==> config.mk <==
export PLATFORM = sky130hd
export DESIGN_NAME = psram_wb_bridge
export DESIGN_NICKNAME = d
export VERILOG_FILES = /design/src/rtl/psram_wb_bridge.sv
export SDC_FILE = /design/constraint.sdc
export NUM_CORES = 1
export LEC_CHECK = 0
export CAP_MARGIN = 20
export CORE_MARGIN = 10
export CORE_UTILIZATION = 48
export DETAILED_ROUTE_END_ITERATION = 12
export GPL_TIMING_DRIVEN = 0
export PLACE_DENSITY = 0.86
export SETUP_SLACK_MARGIN = 0.02
export SYNTH_ARGS = -nofsm -noshare
export SYNTH_HDL_FRONTEND = slang
export SYNTH_SLANG_ARGS = --single-unit
==> constraint.sdc <==
create_clock -name clk -period 6.5 [get_ports clk]
set_clock_uncertainty 0.05 [all_clocks]
set_input_delay 1.625 -clock clk [delete_from_list [all_inputs] [get_ports clk]]
set_output_delay 1.625 -clock clk [all_outputs]
set_load 0.02 [all_outputs]
==> src/rtl/psram_wb_bridge.sv <==
// Wishbone B4 classic slave to PSRAM serial controller bridge.
// Each bus cycle becomes one controller transaction (start/done handshake). Byte lanes are
// mapped to a device address and size, write data is shifted down to byte 0, and read data
// is shifted back up into its lanes. After reset an optional one-time short command switches
// the device into QPI mode.
//
// Ports:
//   clk, rst          clock, asynchronous active-high reset
//   wb_*              Wishbone classic slave (24-bit byte address, 32-bit data, 4 lanes)
//   ctl_start         one-cycle transaction start to the controller
//   ctl_done          controller completion level
//   ctl_addr/size     device byte address and byte count (1, 2 or 4)
//   ctl_wdata/rdata   controller data, byte 0 transferred first
//   ctl_cmd/rd_wr     opcode and direction (1 = read)
//   ctl_wait_states   read wait states, 0 otherwise
//   ctl_qspi/qpi      bus mode
//   ctl_short_cmd     command-only transaction
module psram_wb_bridge #(
    parameter logic [7:0] RD_CMD   = 8'hEB,
    parameter logic [7:0] WR_CMD   = 8'h38,
    parameter logic [3:0] RD_WAIT  = 4'd6,
    parameter logic [7:0] INIT_CMD = 8'h35,
    parameter bit         INIT_EN  = 1'b1
) (
    input  logic        clk,
    input  logic        rst,
    input  logic        wb_cyc_i,
    input  logic        wb_stb_i,
    input  logic        wb_we_i,
    input  logic [23:0] wb_adr_i,
    input  logic [3:0]  wb_sel_i,
    input  logic [31:0] wb_dat_i,
    output logic [31:0] wb_dat_o,
    output logic        wb_ack_o,
    output logic        wb_err_o,
    output logic        ctl_start,
    input  logic        ctl_done,
    output logic [23:0] ctl_addr,
    output logic [31:0] ctl_wdata,
    input  logic [31:0] ctl_rdata,
    output logic [2:0]  ctl_size,
    output logic [7:0]  ctl_cmd,
    output logic        ctl_rd_wr,
    output logic [3:0]  ctl_wait_states,
    output logic        ctl_qspi,
    output logic        ctl_qpi,
    output logic        ctl_short_cmd
);

    typedef enum logic [2:0] {StInit, StInitWait, StIdle, StBusy, StAck, StGap} state_e;

    state_e state_q, state_d;

    logic        req;
    logic        sel_ok;
    logic [1:0]  sel_off;
    logic [2:0]  sel_size;
    logic        start_d, load_init, load_req;
    logic [31:0] rd_mask, rd_aligned;

    logic        start_q, err_q, aborted_q, qpi_mode_q, rd_wr_q, short_q;
    logic [1:0]  off_q;
    logic [2:0]  size_q;
    logic [3:0]  wait_q;
    logic [7:0]  cmd_q;
    logic [23:0] addr_q;
    logic [31:0] wdata_q, rdata_q;

    logic unused_adr;
    assign unused_adr = ^wb_adr_i[1:0];

    assign req = wb_cyc_i & wb_stb_i;

    // Lane decode: only naturally aligned 1/2/4-byte patterns reach the device.
    always_comb begin
        sel_ok   = 1'b1;
        sel_off  = 2'd0;
        sel_size = 3'd0;
        case (wb_sel_i)
            4'b0001: begin sel_size = 3'd1; sel_off = 2'd0; end
            4'b0010: begin sel_size = 3'd1; sel_off = 2'd1; end
            4'b0100: begin sel_size = 3'd1; sel_off = 2'd2; end
            4'b1000: begin sel_size = 3'd1; sel_off = 2'd3; end
            4'b0011: begin sel_size = 3'd2; sel_off = 2'd0; end
            4'b1100: begin sel_size = 3'd2; sel_off = 2'd2; end
            4'b1111: begin sel_size = 3'd4; sel_off = 2'd0; end
            default: sel_ok = 1'b0;
        endcase
    end

    // State register.
    always_ff @(posedge clk or posedge rst) begin
        if (rst) begin
            state_q <= INIT_EN ? StInit : StIdle;
        end else begin
            state_q <= state_d;
        end
    end

    // Next-state logic.
    always_comb begin
        state_d = state_q;
        unique case (state_q)
            StInit:     state_d = StInitWait;
            StInitWait: if (ctl_done) state_d = StGap;
            StIdle:     if (req) state_d = sel_ok ? StBusy : StAck;
            StBusy:     if (ctl_done) state_d = StAck;
            StAck:      state_d = StGap;
            // Hold off the next start until the controller has released done.
            StGap:      if (!ctl_done) state_d = StIdle;
            default:    state_d = StIdle;
        endcase
    end

    // Output logic.
    always_comb begin
        start_d   = 1'b0;
        load_init = 1'b0;
        load_req  = 1'b0;
        unique case (state_q)
            StInit: begin
                start_d   = 1'b1;
                load_init = 1'b1;
            end
            StIdle: begin
                start_d  = req & sel_ok;
                load_req = req & sel_ok;
            end
            default: ;
        endcase
        // A cycle abandoned by the master during BUSY still completes on the device side,
        // but must not be acknowledged.
        wb_ack_o = (state_q == StAck) & ~err_q & ~aborted_q & wb_cyc_i;
        wb_err_o = (state_q == StAck) & err_q & ~aborted_q & wb_cyc_i;
    end

    // Read data: keep only the requested bytes, then move them back to their lanes.
    always_comb begin
        rd_mask = 32'hFFFF_FFFF;
        if (size_q == 3'd1) begin
            rd_mask = 32'h0000_00FF;
        end else if (size_q == 3'd2) begin
            rd_mask = 32'h0000_FFFF;
        end
        rd_aligned = (ctl_rdata & rd_mask) << {off_q, 3'b000};
    end

    // Request and status registers.
    always_ff @(posedge clk or posedge rst) begin
        if (rst) begin
            start_q    <= 1'b0;
            err_q      <= 1'b0;
            aborted_q  <= 1'b0;
            qpi_mode_q <= 1'b0;
            rd_wr_q    <= 1'b0;
            short_q    <= 1'b0;
            off_q      <= 2'd0;
            size_q     <= 3'd0;
            wait_q     <= 4'd0;
            cmd_q      <= 8'd0;
            addr_q     <= 24'd0;
            wdata_q    <= 32'd0;
            rdata_q    <= 32'd0;
        end else begin
            start_q <= start_d;
            if (load_init) begin
                short_q <= 1'b1;
                cmd_q   <= INIT_CMD;
                rd_wr_q <= 1'b0;
                wait_q  <= 4'd0;
                size_q  <= 3'd0;
                addr_q  <= 24'd0;
                wdata_q <= 32'd0;
                off_q   <= 2'd0;
            end
            if (load_req) begin
                short_q <= 1'b0;
                cmd_q   <= wb_we_i ? WR_CMD : RD_CMD;
                rd_wr_q <= ~wb_we_i;
                wait_q  <= wb_we_i ? 4'd0 : RD_WAIT;
                size_q  <= sel_size;
                addr_q  <= {wb_adr_i[23:2], sel_off};
                wdata_q <= wb_dat_i >> {sel_off, 3'b000};
                off_q   <= sel_off;
            end
            if (state_q == StIdle && req) begin
                err_q     <= ~sel_ok;
                aborted_q <= 1'b0;
            end
            if (state_q == StBusy && !wb_cyc_i) begin
                aborted_q <= 1'b1;
            end
            if (state_q == StInitWait && ctl_done) begin
                qpi_mode_q <= 1'b1;
            end
            if (state_q == StBusy && ctl_done && rd_wr_q) begin
                rdata_q <= rd_aligned;
            end
        end
    end

    assign wb_dat_o        = rdata_q;
    assign ctl_start       = start_q;
    assign ctl_addr        = addr_q;
    assign ctl_wdata       = wdata_q;
    assign ctl_size        = size_q;
    assign ctl_cmd         = cmd_q;
    assign ctl_rd_wr       = rd_wr_q;
    assign ctl_wait_states = wait_q;
    assign ctl_short_cmd   = short_q;
    assign ctl_qpi         = qpi_mode_q;
    assign ctl_qspi        = ~INIT_EN;

endmodule

==> results.ini, run 1 <==
[critical_path]
cp_max_fo=5
r2r_start=ctl_size[0]$_DFFE_PP0P_
start_kind=input port
r2r_slack_ns=4.22
worstSetupPathType=in -> out
cp-startpoint=wb_cyc_i
critPathCaptureType=output pin
crit_required_ns=4.83
cp.arrival_ns=3.04
setup.worst_path.end=wb_ack_o
reg2reg_to=wb_dat_o[28]$_DFFE_PP0P_
rr_worst_depth=4

[placed_design]
placed_cell_area_sq_um=7700
dp_hpwl_microns=14600
place.gp.congestion=0.855
portBuffers=198
place_ws_ns=1.79

[detailed_routing]
vias=5079
drc_errors=0
wl_per_cell_microns=20.5
first_pass_iters=5
drt_iter0_drc=469
viasPerCell=5.62
routed_wl_microns=18500
ant_nets=0

[job]
max_cap_violations=0

[final_layout]
drive_above_1_share=0.100
final_area_sq_um=8000
diodes=0
fill_cells=838
final_common_cell=clkdlybuf4s50_1
nNetsFinal=853
most-common-layout-cells=clkdlybuf4s50_1, dfrtp_1, nand2_1, mux2i_1, inv_1
area_delta_synth_final_pct=45.4

[outcome]
status=finished clean

[power]
pwr-share-clk=0.193
internal-power_mw=1.78
power_mw=2.85
pwr-share-comb=0.461
p_leak_nw=3.51
seq_power_share=0.346
switching_share=0.375
power_density_nw_per_um2=357
power_switching_mw=1.07
ir_drop_v=0.000220

[synth]
ys_types=51
ys_ff_latch=104
ys_seq_area_frac=0.473
syn_area_per_cell_sq_um=10.1
synthArstFlopShare=1.00
synth-edff-count=0
syn_inst=543
ys.warnings.count=0
ys.flop_type=dfrtp_1
netlist_area_sq_um=5500

[clock_network]
htreeDepth=3
cts_max_path_buffers=2
cts_num_sinks=104
cts_hold_buffers=0
cts_buffers=9
cts_setup_buffers=0
tritoncts=done
path_clk_slew_ns=0.07
clock_latency_ns=0.33
root_buffer=clkbuf_16
ctsResizeCount=0

[sta]
setup_viol=0
drv_slew=0
max_slew_margin=0.344
fmax_mhz=212
hold_viol=0
tightest_slew_ns=0.981
fin_setup_tns_ns=0
fin_crit_sh=0.725
period_minus_slack_ns=4.72
finalWorstSetupSlack_ns=1.78
rsz0062_at_grt=false

[grt]
grt_pass1_vias=5327
track_usage=0.220
antenna_found_initial=0
grt_pass1_wl_microns=28900
grt.overflow.total=0
grt_max_degree=54

[floorplan]
num_io_pins=208
die-area_sq_um=16100
chipWidth_microns=127
die_h_microns=127
core_sq_um=11300
fp-row-count=39
start_util=0.486

[hold_path]
min-delay-path-class=reg -> reg

## layer usage
metal | GRT usage | share of wire | vias up
li1 | - | - | 2311
met1 | 0.260 | 0.39 | 2447
met2 | 0.362 | 0.48 | 281
met3 | 0.0831 | 0.11 | 40
met4 | 0.0697 | 0.025 | 0
met5 | 0 | 0 | -
## power by group through the flow
stage | registers [mW] | logic [mW] | clock network (mW)
floorplan | 1.21 | 0.444 | 0
global placement | 0.985 | 1.29 | 0
detailed placement | 0.996 | 1.32 | 0
CTS | 0.985 | 1.33 | 0.557
global route | 1.01 | 1.41 | 0.584
finish | 0.987 | 1.31 | 0.551
## worst min path at each step
stage / from / end / slack, ns / cells after the start
floorplan: err_q$_DFFE_PP0P_ / err_q$_DFFE_PP0P_ / 0.42 / 2
global route: ctl_qpi$_DFFE_PP0P_ / ctl_qpi$_DFFE_PP0P_ / 0.43 / 1
detailed placement: ctl_qpi$_DFFE_PP0P_ / ctl_qpi$_DFFE_PP0P_ / 0.41 / 1
finish: ctl_qpi$_DFFE_PP0P_ / ctl_qpi$_DFFE_PP0P_ / 0.42 / 1
global placement: ctl_qpi$_DFFE_PP0P_ / ctl_qpi$_DFFE_PP0P_ / 0.40 / 1
CTS: ctl_qpi$_DFFE_PP0P_ / ctl_qpi$_DFFE_PP0P_ / 0.42 / 1
## synthesized netlist by cell type (3+ instances only)
library cell  count  area share
a221oi_1          8       0.013
a22o_1            8       0.013
and2_1           18       0.020
nand2b_1         12       0.014
o22ai_1          19       0.022
a22oi_1          16       0.022
buf_4            14       0.019
o21ai_0          35       0.032
mux2_4            4       0.011
and3_1            3      0.0034
clkbuf_1         17       0.012
nand2_1          98       0.067
nor3_1            3      0.0027
a311oi_1          8       0.013
mux2i_1          52       0.095
inv_1            37       0.025
a21oi_1           3      0.0027
mux2_2           12       0.025
mux4_2            6       0.025
dfrtp_1         104        0.47
buf_2            10      0.0091
buf_6             5       0.010
nor2_1           15       0.010
## registers in the layout (all words and copies together), names as in the netlist
register / flops
ctl_wdata: 32
wb_dat_o: 32
ctl_addr: 23
ctl_cmd: 6
ctl_size: 3
state_q: 3
aborted_q: 1
ctl_qpi: 1
ctl_start: 1
err_q: 1
off_q: 1
## logic make-up after synthesis
logic type	Yosys count	synth area share
xor gates and xnor gates	3	0.00819
other	1	0.000682
AOI/OAI and AO/OA	109	0.135
DFF	104	0.473
and+or+nand+nor	166	0.143
buffers and inverters	84	0.0760
muxes	76	0.164
## critical path, stage by stage
cell and delay (ns):
clkdlybuf4s50_1 0.53, nand4b_1 0.15, nor2_1 0.11, clkdlybuf4s50_1 0.62
## metrics by stage
step | std cells | util | hold slack, ns
floorplan | 545 | - | 0.422
finish | 903 | 0.707 | 0.419
global route | 903 | 0.707 | 0.430
CTS | 903 | 0.707 | 0.424
global placement | 886 | 0.677 | 0.405
detailed placement | 887 | 0.680 | 0.409
## cell type report
cell class,count,area [sq um],area share
plain buffers,47,279,0.0349
clock buffers,13,260,0.0325
clock inverters,3,40.0,0.00500
inverters,37,141,0.0177
multi-input cells,357,2490,0.311
flip-flops and latches,104,2600,0.325
well taps,143,179,0.0224
repair buffers,199,2010,0.251
Note: power is estimated with default switching activity, not from simulation.
==> inputs of run 2 (changes only) <==
CORE_UTILIZATION = 45   (was 48)
PLACE_DENSITY = 0.81   (was 0.86)
clock period = 4.8 ns   (was 6.5 ns; I/O delays follow)
==> run 2 against run 1 <==
Combinational power grew 37%; cell count up 0.33%; routed wire length grew 4.3%; core utilization is 3.8 points lower; setup slack got worse by 0.89 ns; total power increased by 38%; via count rose by 0.85%; critical path depth unchanged; cell area is 0.33% higher; critical path type unchanged; highest routed layer unchanged.
==> results.ini, run 2 (synthesis results as in run 1) <==
[floorplan]
num_io_pins=208  ; unchanged
fp-row-count=40  ; +2.6%
die-area_sq_um=17000  ; +5.6%
die_h_microns=131  ; +2.8%
core_sq_um=12000  ; +6.1%
chipWidth_microns=131  ; +2.8%
start_util=0.458  ; -0.0279

[clock_network]
cts_hold_buffers=0  ; unchanged
path_clk_slew_ns=0.07  ; about the same
tritoncts=done
cts_max_path_buffers=2  ; unchanged
cts_buffers=9  ; unchanged
ctsResizeCount=0  ; unchanged
root_buffer=clkbuf_16
cts_num_sinks=104  ; unchanged
cts_setup_buffers=0  ; unchanged
htreeDepth=3  ; unchanged
clock_latency_ns=0.34  ; about the same

[sta]
tightest_slew_ns=0.949  ; -0.0323 ns
drv_slew=0  ; unchanged
finalWorstSetupSlack_ns=0.891  ; -0.894 ns
period_minus_slack_ns=3.91
rsz0062_at_grt=false
setup_viol=0  ; unchanged
fin_setup_tns_ns=0  ; unchanged
hold_viol=0  ; unchanged
fin_crit_sh=0.814
fin_hold_ws_ns=0.426  ; +0.00666 ns
fmax_mhz=256
max_slew_margin=0.366  ; +0.0216

[critical_path]
slowest_delay_ns=0.61  ; about the same
slowest_stage=clkdlybuf4s50_1
worst-path-buf-inv=2  ; unchanged
reg2reg_to=ctl_size[0]$_DFFE_PP0P_
rr_worst_depth=7  ; +3
path_depth=4  ; unchanged
worstSetupPathType=in -> out
cpMostUsedCell=clkdlybuf4s50_1
start_kind=input port
cpLargestDelayFamily=buffers and inverters
r2r_start=state_q[0]$_DFFE_PP0P_
critical_path.cell_chain=clkdlybuf4s50_1 > nand4b_1 > nor2_1 > clkdlybuf4s50_1
crit_required_ns=3.55  ; -1.28 ns
cp_max_fo=5  ; unchanged
critPathCaptureType=output pin
cp.arrival_ns=2.66  ; -0.38 ns
r2r_slack_ns=2.44  ; -1.78 ns

[placed_design]
place_ws_ns=0.892  ; -0.894 ns
dp_hpwl_microns=15100  ; +3.3%
place_inst=891  ; +0.45%
place.gp.congestion=0.884  ; +3.4%
placed_cell_area_sq_um=7700  ; about the same
portBuffers=198  ; unchanged

[power]
power_mw=3.93  ; +38%
power_density_nw_per_um2=490  ; +37%
p_leak_nw=3.52  ; +0.26%
ir_drop_v=0.000214  ; -2.8%

[detailed_routing]
highest_layer=met4
viasPerCell=5.65  ; +0.51%
ant_nets=0  ; unchanged
drt_iter0_drc=593  ; +26%
wl_met2_microns=9340  ; +5.8%
drt-met1-wl_microns=7500  ; +3.9%
met3_length_microns=2120  ; +6.0%
wl_per_cell_microns=21.3  ; +3.9%
first_pass_iters=5  ; unchanged
vias=5122  ; +0.85%
drc_errors=0  ; unchanged
routed_wl_microns=19300  ; +4.3%

[grt]
grt_pass1_wl_microns=29600  ; +2.6%
antenna_found_initial=0  ; unchanged
grt_max_degree=63  ; +17%
grt.overflow.total=0  ; unchanged
grt_pass1_vias=5352  ; +0.47%
track_usage=0.222  ; +0.00204

[final_layout]
fill_cells=947  ; +13%
final_area_sq_um=8030  ; +0.33%
final_common_cell=clkdlybuf4s50_1
multi_input_area_sq_um=2490  ; unchanged
instances_no_fill=906  ; +0.33%
most-common-layout-cells=clkdlybuf4s50_1, dfrtp_1, nand2_1, mux2i_1, inv_1
final_core_util=0.668  ; -0.0384
ff_latch_area_sq_um=2600  ; unchanged
drive_above_1_share=0.100  ; +0.000132
diodes=0  ; unchanged
nNetsFinal=853  ; unchanged
area_delta_synth_final_pct=45.9

[job]
max_cap_violations=0  ; unchanged

[hold_path]
hold_end=ctl_qpi$_DFFE_PP0P_
min-delay-path-class=reg -> reg
whs_path_depth=1  ; unchanged
hp-start=ctl_qpi$_DFFE_PP0P_

[outcome]
status=finished clean

==> run 2: routing by layer <==
| layer | track usage | vias up |
|---|---|---|
| met5 | 0 | - |
| met4 | 0.0549 | 0 |
| met3 | 0.0826 | 32 |
| met2 | 0.374 | 272 |
| met1 | 0.262 | 2515 |
| li1 | - | 2303 |
==> run 2: area by class of cell <==
| type | instances | share of cell area |
|---|---|---|
| inverter | 37 | 0.0176 |
| timing repair buffer | 199 | 0.250 |
| clock inverter | 3 | 0.00811 |
| tap | 147 | 0.0229 |
| sequential | 104 | 0.324 |
| multi-input combinational | 357 | 0.310 |
| clock buffer | 12 | 0.0320 |
| buffer | 47 | 0.0348 |
==> run 2: worst max path at each step <==
stage / start / to / slack (ns)
after floorplan: rst / aborted_q$_DFFE_PP0P_ / 0.82
after global placement: rst / ctl_wdata[12]$_DFFE_PP0P_ / -0.73
after detailed placement: wb_cyc_i / wb_err_o / 0.89
after CTS: wb_cyc_i / wb_err_o / 0.89
after global routing: wb_cyc_i / wb_err_o / 0.83
final: wb_cyc_i / wb_err_o / 0.89
==> run 2: power by group <==
group	internal, mW	switching [mW]	total [mW]
logic	0.830	0.966	1.80
registers	1.15	0.183	1.34
clock network	0.483	0.317	0.800
total	2.47	1.47	3.93
==> run 2: worst register-to-register path, cell delays in order (launching register included) <==
cell	delay, ns
dfrtp_1	0.32
clkbuf_1	0.30
inv_1	0.11
nand2_1	0.24
clkbuf_1	0.39
clkbuf_1	0.54
nand2_1	0.15
o22ai_1	0.17
==> inputs of run 3 (changes only) <==
CORE_UTILIZATION = 40   (was 45)
PLACE_DENSITY = 0.77   (was 0.81)
clock period = 3.3 ns   (was 4.8 ns; I/O delays follow)
==> run 3 against run 2 <==
Sequential power rose by 45%; sequential cell count did not move; routed wire length fell by 2.6%; first-iteration DRC count is 43% lower; clock power increased by 48%; combinational power is 44% higher; clock-buffer cell count is 3 lower; total power increased by 45%; highest routed layer unchanged; critical path depth unchanged; hold slack got worse by 0.0072 ns; largest cell class unchanged; core utilization fell by 6.2 points.
==> results.ini, run 3 (synthesis results as in run 1) <==
[hold_path]
min-delay-path-class=reg -> reg
whs_path_depth=1  ; unchanged
hold_end=ctl_qpi$_DFFE_PP0P_
hp-start=ctl_qpi$_DFFE_PP0P_

[critical_path]
slowest_delay_ns=0.61  ; about the same
r2r_slack_ns=1.02  ; -1.42 ns
r2r_start=state_q[0]$_DFFE_PP0P_
worst-path-buf-inv=2  ; unchanged
slowest_stage=clkdlybuf4s50_1
critical_path.cell_chain=clkdlybuf4s50_1 > nand4b_1 > nor2_1 > clkdlybuf4s50_1
crit_required_ns=2.42  ; -1.13 ns
rr_worst_depth=6  ; -1
start_kind=input port
cp_max_fo=5  ; unchanged
reg2reg_to=wb_dat_o[31]$_DFFE_PP0P_
critPathCaptureType=output pin
cpMostUsedCell=clkdlybuf4s50_1
cp.arrival_ns=2.23  ; -0.43 ns
path_depth=4  ; unchanged
worstSetupPathType=in -> out
cpLargestDelayFamily=buffers and inverters

[clock_network]
cts_max_path_buffers=2  ; unchanged
cts_num_sinks=104  ; unchanged
root_buffer=clkbuf_16
path_clk_slew_ns=0.07  ; about the same
cts_buffers=9  ; unchanged
clock_latency_ns=0.34  ; about the same
tritoncts=done
htreeDepth=3  ; unchanged
cts_hold_buffers=0  ; unchanged
ctsResizeCount=0  ; unchanged
cts_setup_buffers=0  ; unchanged

[final_layout]
final_area_sq_um=8090  ; +0.79%
area_delta_synth_final_pct=47.1
final_common_cell=clkdlybuf4s50_1
diodes=0  ; unchanged
drive_above_1_share=0.105  ; +0.00486
most-common-layout-cells=clkdlybuf4s50_1, dfrtp_1, nand2_1, mux2i_1, inv_1
nNetsFinal=855  ; +0.23%
instances_no_fill=938  ; +3.5%

[detailed_routing]
wl_per_cell_microns=20.0  ; -5.9%
routed_wl_microns=18800  ; -2.6%
viasPerCell=5.37  ; -5.1%
drt_iter0_drc=339  ; -43%
drc_errors=0  ; unchanged
first_pass_iters=5  ; unchanged
vias=5034  ; -1.7%
ant_nets=0  ; unchanged

[floorplan]
num_io_pins=208  ; unchanged
die_h_microns=137  ; +5.1%
die-area_sq_um=18800  ; +11%
core_sq_um=13300  ; +11%
start_util=0.412  ; -0.0459
chipWidth_microns=137  ; +5.1%
fp-row-count=42  ; +5.0%

[placed_design]
portBuffers=198  ; unchanged
place.gp.congestion=0.949  ; +7.4%
place_inst=921  ; +3.4%
placed_cell_area_sq_um=7750  ; +0.65%
dp_hpwl_microns=15000  ; -0.81%

[grt]
grt_max_degree=44  ; -30%
antenna_found_initial=0  ; unchanged
grt_pass1_wl_microns=28700  ; -3.0%
track_usage=0.194  ; -0.0281
grt.overflow.total=0  ; unchanged
grt_pass1_vias=5232  ; -2.2%

[sta]
rsz0062_at_grt=false
max_slew_margin=0.450  ; +0.0844
setup_viol=0  ; unchanged
fmax_mhz=322
tightest_slew_ns=0.818  ; -0.131 ns
fin_setup_tns_ns=0  ; unchanged
fin_crit_sh=0.942
hold_viol=0  ; unchanged
drv_slew=0  ; unchanged
period_minus_slack_ns=3.11

[job]
max_cap_violations=0  ; unchanged

[power]
pwr-share-clk=0.207  ; +0.004
p_leak_nw=3.53  ; +0.13%
switching_share=0.377  ; +0.00409
power_switching_mw=2.16  ; +47%
ir_drop_v=0.000373  ; +74%
pwr-share-comb=0.454  ; -0.003
power_density_nw_per_um2=707  ; +44%
seq_power_share=0.339  ; about the same
internal-power_mw=3.56  ; +45%

[outcome]
status=finished clean

-- run 3: area by class of cell --
cell class,instances,area (sq um)
inverters,37,143
multi-input cells,357,2490
fillers,1096,5260
clock inverters,7,103
well taps,176,220
clock buffers,9,225
repair buffers,201,2030
plain buffers,47,279
flip-flops and latches,104,2600
-- run 3: how the worst max path moves through the flow --
stage | start | endpoint | slack, ns
floorplan | wb_sel_i[2] | ctl_wdata[4]$_DFFE_PP0P_ | 0.88
global placement | rst | ctl_wdata[13]$_DFFE_PP0P_ | 0.12
detailed placement | wb_cyc_i | wb_err_o | 0.19
CTS | wb_cyc_i | wb_err_o | 0.18
global route | wb_cyc_i | wb_ack_o | 0.12
finish | wb_cyc_i | wb_err_o | 0.19
-- run 3: worst reg2reg max path, stage by stage (launching register included) --
cell and delay (ns):
dfrtp_1 0.36, clkbuf_1 0.18, nand4b_1 0.24, or2_0 0.24
clkbuf_1 0.45, clkbuf_1 0.46, o21ai_0 0.18
-- run 3: per-stage QoR --
stage | power, mW | setup slack [ns] | util | hold slack [ns]
6_report | 5.72 | 0.192 | 0.606 | 0.419
5_1_grt | 6.02 | 0.122 | 0.606 | 0.432
4_1_cts | 5.76 | 0.180 | 0.606 | 0.426
3_5_place_dp | 4.57 | 0.189 | 0.581 | 0.409
3_3_place_gp | 4.50 | 0.124 | 0.578 | 0.405
2_1_floorplan | 3.25 | 0.876 | - | 0.422
-- run 3: metal layers --
metal,share of wire,track usage
met4,0.021,0.0691
met2,0.49,0.325
met3,0.10,0.0674
met5,0,0
met1,0.39,0.225
-- run 3: power groups by stage --
stage / sequential (mW) / combinational [mW] / clock, mW
floorplan: 2.38 / 0.876 / 0
detailed placement: 1.96 / 2.61 / 0
global route: 1.99 / 2.79 / 1.25
global placement: 1.94 / 2.56 / 0
CTS: 1.94 / 2.62 / 1.20
finish: 1.94 / 2.60 / 1.18
